$ cat config.mk
export PLATFORM = sky130hd
export DESIGN_NAME = pc_stack
export DESIGN_NICKNAME = d
export VERILOG_FILES = /design/src/rtl/pc_stack.sv
export SDC_FILE = /design/constraint.sdc
export NUM_CORES = 1
export LEC_CHECK = 0
export ABC_CLOCK_PERIOD_IN_PS = 4550
export CORE_ASPECT_RATIO = 0.5
export CORE_MARGIN = 2
export CORE_UTILIZATION = 58
export CTS_BUF_LIST = sky130_fd_sc_hd__clkbuf_4 sky130_fd_sc_hd__clkbuf_8 sky130_fd_sc_hd__clkbuf_16
export DETAILED_ROUTE_END_ITERATION = 6
export GPL_ROUTABILITY_DRIVEN = 0
export PLACE_DENSITY = 0.92
export SLEW_MARGIN = 20
export SYNTH_ARGS = -nofsm -noshare
export SYNTH_HDL_FRONTEND = slang
export SYNTH_SLANG_ARGS = --single-unit
$ cat constraint.sdc
create_clock -name clk -period 4.55 [get_ports clk]
set_input_delay 0.91 -clock clk [delete_from_list [all_inputs] [get_ports clk]]
set_output_delay 0.91 -clock clk [all_outputs]
set_load 0.02 [all_outputs]
$ cat src/rtl/pc_stack.sv
// -----------------------------------------------------------------------------
// pc_stack
//
// Instruction-fetch address source. It holds a registered program counter and
// a small hardware return-address stack. Each clock edge performs exactly one
// action, chosen from the decoded control inputs in this priority order:
//
//   stall > ret_en > call_en > branch_en > increment
//
// Any lower-priority request that arrives in the same cycle is ignored.
//
// Actions:
//   increment  pc <= pc + 1, wrapping modulo 2^ADDR_W.
//   branch     pc <= branch_target.
//   call       pc <= branch_target and push pc + 1.
//              If the stack is already full, the jump is still taken, the push
//              is dropped and stack_overflow is set.
//   return     pc <= top of stack and pop it.
//              If the stack is empty, the action behaves as an increment and
//              stack_underflow is set.
//   stall      pc, stack and depth all hold. err_clr still takes effect.
//
// Both error flags are sticky. They clear only on err_clr or on reset. If an
// error is raised in the same cycle as err_clr, the set wins.
//
// Parameters:
//   ADDR_W       width of pc, branch_target and each stack entry (>= 2)
//   STACK_DEPTH  number of return-address entries (>= 1, any value)
//   RESET_ADDR   pc value on reset, truncated to ADDR_W
//
// Ports:
//   clk              clock; every state update happens on its rising edge
//   rst              asynchronous, active-low reset
//   stall            freeze pc, stack and depth this cycle
//   branch_en        jump to branch_target
//   call_en          jump to branch_target and push pc + 1
//   ret_en           pop the top of stack into pc
//   branch_target    destination for branch and call
//   err_clr          clear both sticky error flags
//   pc               current instruction address (registered)
//   depth            number of valid stack entries (registered)
//   stack_overflow   sticky: a call was made while the stack was full
//   stack_underflow  sticky: a return was made while the stack was empty
// -----------------------------------------------------------------------------
module pc_stack #(
    parameter int unsigned ADDR_W      = 8,
    parameter int unsigned STACK_DEPTH = 4,
    parameter int unsigned RESET_ADDR  = 0
) (
    input  logic                               clk,
    input  logic                               rst,
    input  logic                               stall,
    input  logic                               branch_en,
    input  logic                               call_en,
    input  logic                               ret_en,
    input  logic [ADDR_W-1:0]                  branch_target,
    input  logic                               err_clr,
    output logic [ADDR_W-1:0]                  pc,
    output logic [$clog2(STACK_DEPTH+1)-1:0]   depth,
    output logic                               stack_overflow,
    output logic                               stack_underflow
);

    localparam int unsigned DEPTH_W = $clog2(STACK_DEPTH + 1);
    // The index must be at least one bit wide, even for a one-entry stack.
    localparam int unsigned IDX_W   = (STACK_DEPTH > 1) ? $clog2(STACK_DEPTH) : 1;

    localparam logic [DEPTH_W-1:0] DEPTH_FULL = DEPTH_W'(STACK_DEPTH);
    localparam logic [ADDR_W-1:0]  PC_RESET   = ADDR_W'(RESET_ADDR);

    // Elaboration-time parameter sanity checks.
    generate
        if (ADDR_W < 2) begin : g_bad_addr_w
            $error("pc_stack: ADDR_W must be at least 2");
        end
        if (STACK_DEPTH < 1) begin : g_bad_depth
            $error("pc_stack: STACK_DEPTH must be at least 1");
        end
    endgenerate

    // The single action resolved for this cycle, after priority and after the
    // full/empty conditions have been taken into account.
    typedef enum logic [2:0] {
        ACT_HOLD,       // stall
        ACT_INC,        // plain increment, or a return on an empty stack
        ACT_JUMP,       // branch, or a call on a full stack
        ACT_PUSH_JUMP,  // call with room on the stack
        ACT_POP         // return with a valid top entry
    } action_t;

    // Return-address storage. Entries at index depth and above are stale and
    // never read.
    logic [ADDR_W-1:0]  stack_mem [STACK_DEPTH];

    action_t            action;
    logic               stack_full;
    logic               stack_empty;
    logic               set_overflow;
    logic               set_underflow;
    logic [ADDR_W-1:0]  pc_inc;
    logic [ADDR_W-1:0]  top_entry;
    logic [ADDR_W-1:0]  pc_next;
    logic [DEPTH_W-1:0] depth_next;
    logic [IDX_W-1:0]   top_idx;
    logic [IDX_W-1:0]   push_idx;
    logic               overflow_next;
    logic               underflow_next;

    assign stack_full  = (depth == DEPTH_FULL);
    assign stack_empty = (depth == '0);
    // The addition wraps naturally modulo 2^ADDR_W.
    assign pc_inc      = pc + ADDR_W'(1);

    // The push writes slot [depth] and the pop reads slot [depth-1]. A call
    // followed immediately by a return therefore reads the entry that was just
    // written, with no forwarding needed. top_idx is only used when the stack
    // is not empty, so the subtraction never wraps in a case that matters.
    assign push_idx  = IDX_W'(depth);
    assign top_idx   = IDX_W'(depth - DEPTH_W'(1));
    assign top_entry = stack_mem[top_idx];

    // ------------------------------------------------------------------
    // Action decode (priority resolution)
    // ------------------------------------------------------------------
    // NOTE: every signal assigned in an always_comb block gets a default value
    // first. Otherwise, any path that skips an assignment infers a latch.
    always_comb begin
        action        = ACT_INC;
        set_overflow  = 1'b0;
        set_underflow = 1'b0;

        if (stall) begin
            action = ACT_HOLD;
        end else if (ret_en) begin
            if (stack_empty) begin
                action        = ACT_INC;
                set_underflow = 1'b1;
            end else begin
                action = ACT_POP;
            end
        end else if (call_en) begin
            if (stack_full) begin
                action       = ACT_JUMP;
                set_overflow = 1'b1;
            end else begin
                action = ACT_PUSH_JUMP;
            end
        end else if (branch_en) begin
            action = ACT_JUMP;
        end
    end

    // ------------------------------------------------------------------
    // Next-state values for pc, depth and the sticky flags
    // ------------------------------------------------------------------
    always_comb begin
        pc_next    = pc;
        depth_next = depth;

        case (action)
            ACT_HOLD: begin
                pc_next    = pc;
                depth_next = depth;
            end
            ACT_INC: begin
                pc_next = pc_inc;
            end
            ACT_JUMP: begin
                pc_next = branch_target;
            end
            ACT_PUSH_JUMP: begin
                pc_next    = branch_target;
                depth_next = depth + DEPTH_W'(1);
            end
            ACT_POP: begin
                pc_next    = top_entry;
                depth_next = depth - DEPTH_W'(1);
            end
            default: begin
                pc_next    = pc;
                depth_next = depth;
            end
        endcase
    end

    // A new error takes precedence over a clear in the same cycle.
    assign overflow_next  = set_overflow  | (stack_overflow  & ~err_clr);
    assign underflow_next = set_underflow | (stack_underflow & ~err_clr);

    // ------------------------------------------------------------------
    // Architectural state: pc, depth and flags
    // ------------------------------------------------------------------
    // NOTE: sequential state is always assigned with non-blocking (<=)
    // assignments. All registers then update together from the values they
    // held before the edge, regardless of statement order.
    always_ff @(posedge clk or negedge rst) begin
        if (!rst) begin
            pc              <= PC_RESET;
            depth           <= '0;
            stack_overflow  <= 1'b0;
            stack_underflow <= 1'b0;
        end else begin
            pc              <= pc_next;
            depth           <= depth_next;
            stack_overflow  <= overflow_next;
            stack_underflow <= underflow_next;
        end
    end

    // ------------------------------------------------------------------
    // Stack storage
    // ------------------------------------------------------------------
    // NOTE: the storage array deliberately has no reset. Clearing depth
    // already makes every entry invisible. Leaving the array unreset lets it
    // map onto plain flops or RAM, without a reset net fanning out to every
    // bit.
    always_ff @(posedge clk) begin
        if (action == ACT_PUSH_JUMP) begin
            stack_mem[push_idx] <= pc_inc;
        end
    end

endmodule

== After elaboration in Yosys (flattened, before gate mapping) ==
Memories as Yosys holds them, arrays and structs flattened.
Index checks and enable logic that the tools add are counted.
Word-level totals
  flip-flop bits (word level): 13
  bits in writable memories: 32
  input bits: 15
  output and inout port bits: 13
  word-level logic and storage cells: 39
  memories kept: 1
Cells by class
  $add $sub $neg: 3
  equal/unequal tests: 5
  muxes and demuxes: 17
  bitwise logic cells: 5
  reductions and logical operators: 4
Memory list
  stack_mem: depth 4, width 8, read ports 1, clocked after memory_dff 0, write ports 1, RTL line 93  | logic [ADDR_W-1:0] stack_mem [STACK_DEPTH];
Operators with widths (count)
  $pmux W8 S3: 1
  $mux W3: 4
  $mux W1: 10
  $add A8 B1 Y8 const B: 1
  $eq A3 B2 Y1 const B: 2
  $eq A3 B3 Y1 const B: 2
  $pmux W3 S2: 1
  $add A3 B1 Y3 const B: 1
  $eq A3 B1 Y1 const B: 1
  $logic_not A3 Y1: 1
  $reduce_bool A3 Y1: 1
  $sub A3 B1 Y3 const B: 1
  $and A1 B1 Y1: 2
  $mux W2: 1
  $or A1 B1 Y1: 2
  $reduce_bool A2 Y1: 1
  $reduce_or A2 Y1: 1
  $not A1 Y1: 1

== Logic depth before layout (Yosys ltp) ==
  word-level depth: 8
  gate-level depth with buffers: 8

== Worst setup path before layout ==
No wires, ideal clock.
  path kind: register -> register
  start point: register depth[0]
  end point: register pc[1]
  arrival time: 2311 ps
  required time: 4425 ps
  setup slack: 2115 ps
  stages on the path, launching flop included: 9
  clock period less this slack: 2435 ps
  cells stage by stage: dfrtp_1 > buf_6 > inv_1 > ha_1 > clkbuf_1 > mux4_2 > and3_1 > a221o_1 > mux2_2
Between the ends
  cells in the longest elaborated chain, start to end: 8
  elaborated cells between the ends (all ways): 16
  those cells by class: 1 x add/sub; 5 x eq/ne; 6 x mux; 3 x reduce/logical; 1 x memory
Ends and longest elaborated chain
  from (decl): RTL line 59  | output logic [$clog2(STACK_DEPTH+1)-1:0] depth,
  from (signal assigned): RTL line 204  | depth <= depth_next;
  $eq A3 B3 Y1: RTL line 109  | assign stack_full = (depth == DEPTH_FULL);
  $mux W1: RTL line 142  | if (stack_full) begin
  $mux W3: RTL line 141  | end else if (call_en) begin
  $mux W3: RTL line 134  | end else if (ret_en) begin
  $mux W3: RTL line 132  | if (stall) begin
  $eq A3 B2 Y1: RTL line 160  | case (action)
  $reduce_or A2 Y1 (no source line)
  $pmux W8 S3 / $reduce_bool A3 Y1 (equally long branches)
  to (signal assigned): RTL line 203  | pc <= pc_next;
  to (decl): RTL line 58  | output logic [ADDR_W-1:0] pc,
Parallel ways exist; a longest one is shown, timed or not.
A chain may end at the register's enable or synchronous reset.

== Worst setup path after layout ==
  start point: input stall
  end point: memory stack_mem[3][3], enable pin
Between the ends
  cells in the longest elaborated chain, start to end: 4
Ends and longest elaborated chain
  from (decl): RTL line 52  | input logic stall,
  $mux W3: RTL line 132
  $eq A3 B2 Y1: RTL line 218  | if (action == ACT_PUSH_JUMP) begin
  $mux W1: RTL line 218
  $mux W1 (implied by the code): RTL line 219  | stack_mem[push_idx] <= pc_inc;
  to (decl): RTL line 93
Every way passes these cells.

==> out/qor.yml <==
status: "finished, final reports clean"
synth.distinct_cells: 33
synthToLayoutAreaGrowth_pct: 21.56
min_period_ns: 3.149
syn-num-nets: 159
synth_top_area_frac: 0.4652
wl_um: 4645
post_cts_buffers: 0
ctsHoldBuffers: 0
ctsResizeCount: 0
total_power_w: 0.001594
worst_pin_slew_ns: 0.6495
path_cells: "clkdlybuf4s50_1, or3b_2, a21oi_1, and2_1"
htree_levels: 2
cts_inserted_buffers: 5
synth_warnings: 0
wl_per_cell_um: 21.21
nFillCells: 204
seq_area_um2: 1286
cts_tree: "done"
synth.avg_cell_area_um2: 14.97
grt_pass1_wl_um: 7024
synth_top_area_cell: "edfxtp_1"
ir_worst_vdd_mv: 0.2343
crit_fanout: 16
final_cell_mix: "edfxtp_1 (32), clkdlybuf4s50_1 (27), dfrtp_1 (13)"
pwr-share-seq: 0.406
clk_pin_slew_ns: 0.09
rsz0062_at_grt: "no"
routed_via_density: 6.187
die_area_um2: 4084
clock_latency_ns: 0.30
p_sw_w: 0.0005487
power_frac_comb: 0.368
finalHoldViolations: 0
cp_slowest_stage_delay_ns: 0.68
firstDrtPassIters: 4
antenna_found_initial: 0
start_kind: "input pin"
grt_max_degree: 17
port_buffers: 27
drtAntennaViolNets: 0
gr-total-overflow: 0
crit_arrival_ns: 3.12
synth_enable_flop_cells: 32
fin_util: 0.7352
dr_total_vias: 1355
synth.cell_area_um2: 2066
netlist_top_cells_area: "edfxtp_1 (47%), dfrtp_1 (16%), mux4_1 (6.4%)"
syn_inst: 138
critical_path.slowest_cell: "clkdlybuf4s50_1"
max_freq_mhz: 317.6
cellLeakagePower_nw: 0.9086
start_util: 0.6048
cts_sinks: 45
ys_ff_latch: 45
p_clk_frac: 0.227
ios: 28
antennaDiodeCount: 0
fp.dieH_um: 46.20
multi_input_area_um2: 726.9
clockBufferDepth: 2
internal_power_w: 0.001045
cp.required_ns: 4.52
async_flop_share: 0.2889
crit_type: "input pin to register"
drc: 0
power.density_nw_per_um2: 634.8
nNetsFinal: 188
drv_slew: 0
setup_violations: 0
end_kind: "register"
swShare: 0.3442
grt_usage: 0.2554
core_area_um2: 3416
rows: 15
drive_above_1_share: 0.1012
grt_pass1_vias: 1271
dieWidth_um: 88.40
slew_headroom: 0.5656
dpl.hpwl_um: 3126
fin_tns_setup_ns: 0
mostFrequentLayoutCell: "edfxtp_1"
fin_worst_skew_ns: 0.005492
drt_iter0_drc: 113
cap_viol_max_count: 0
finalCritPeriodShare: 0.6921
ys_seq_area_frac: 0.6227
root_buffer: "clkbuf_8"
hold_class: "register to register"
synth_ff_type: "edfxtp_1"
[path summary, 6_finish.rpt]
check	slack, ns	startpoint	depth (start not counted)	to
setup / recovery	1.40	stall	4	stack_mem[3][3]
hold reg to reg	0.53	stack_underflow	2	stack_underflow
max in group asynchronous	3.13	rst	1	pc[4]
setup reg to reg	1.85	depth[0]	6	pc[2]
hold / removal	0.53	stack_underflow	2	stack_underflow
min in group asynchronous	1.00	rst	1	depth[2]
[flip-flops by register name (all words and copies together), names as in the netlist]
signal / cells
stack_overflow: 1
stack_underflow: 1
pc: 8
depth: 3
stack_mem: 32
[area by class of cell]
cell class / instances / share of cell area
sequential: 45 / 0.5122
clock buffer: 5 / 0.02740
inverter: 7 / 0.01046
tap: 51 / 0.02541
multi-input combinational: 81 / 0.2895
timing repair buffer: 27 / 0.1076
clock inverter: 3 / 0.02740
[power by group through the flow]
stage          Sequential [W]  Clock, W  Combinational (W)
2_1_floorplan        0.000669         0           0.000334
3_5_place_dp         0.000649         0           0.000562
4_1_cts              0.000645  0.000361           0.000578
5_1_grt              0.000655  0.000377           0.000624
3_3_place_gp         0.000643         0           0.000540
6_report             0.000647  0.000361           0.000586
[worst max-delay path, delay by kind of cell]
family	cells	cell delay (ns)
and+or+nand+nor	2	1.05
AOI/OAI and AO/OA	1	0.47
buffers and inverters	1	0.68
[per-layer routing]
| layer | routed length, um | up-vias | global-route usage |
|---|---|---|---|
| met5 | 0 | - | 0 |
| met4 | 58 | 0 | 0.09697 |
| met3 | 478 | 7 | 0.07706 |
| met2 | 2035 | 87 | 0.3579 |
| met1 | 2072 | 667 | 0.3787 |
| li1 | - | 594 | - |
[synthesized netlist by cell type (all sizes together), types with 2 or more instances]
cell     instances
dfrtp           13
a22oi            3
edfxtp          32
xnor2            4
mux4             8
ha               6
and3             3
inv              7
nor2             5
a221o            3
mux2             3
nand3            4
nand2            3
a21oi            7
xor2             3
nor2b            6
o2bb2ai          2
a221oi           3
and2             4
clkbuf           4
nor3             4
[metrics by stage]
| step | hold WS (ns) | cell area [um^2] | worst slack, ns | instances |
|---|---|---|---|---|
| after floorplan | 0.6106 | 2066 | 2.115 | 138 |
| after global placement | 0.5034 | 2374 | 1.277 | 211 |
| after detailed placement | 0.5127 | 2374 | 1.136 | 211 |
| after CTS | 0.5318 | 2511 | 1.455 | 219 |
| after global routing | 0.5623 | 2511 | 1.330 | 219 |
| final | 0.5303 | 2511 | 1.401 | 219 |
[kinds of logic after synthesis]
family | after synthesis | share of synthesized area
XOR/XNOR | 7 | 0.02968
AO/OA/AOI/OAI | 24 | 0.08662
multiplexers | 11 | 0.1127
flip-flops | 45 | 0.6227
AND/OR/NAND/NOR | 33 | 0.08662
buffers and inverters | 12 | 0.02544
adder cells (fa/ha/maj) | 6 | 0.03634
Note: power is estimated with default switching activity, not from simulation.
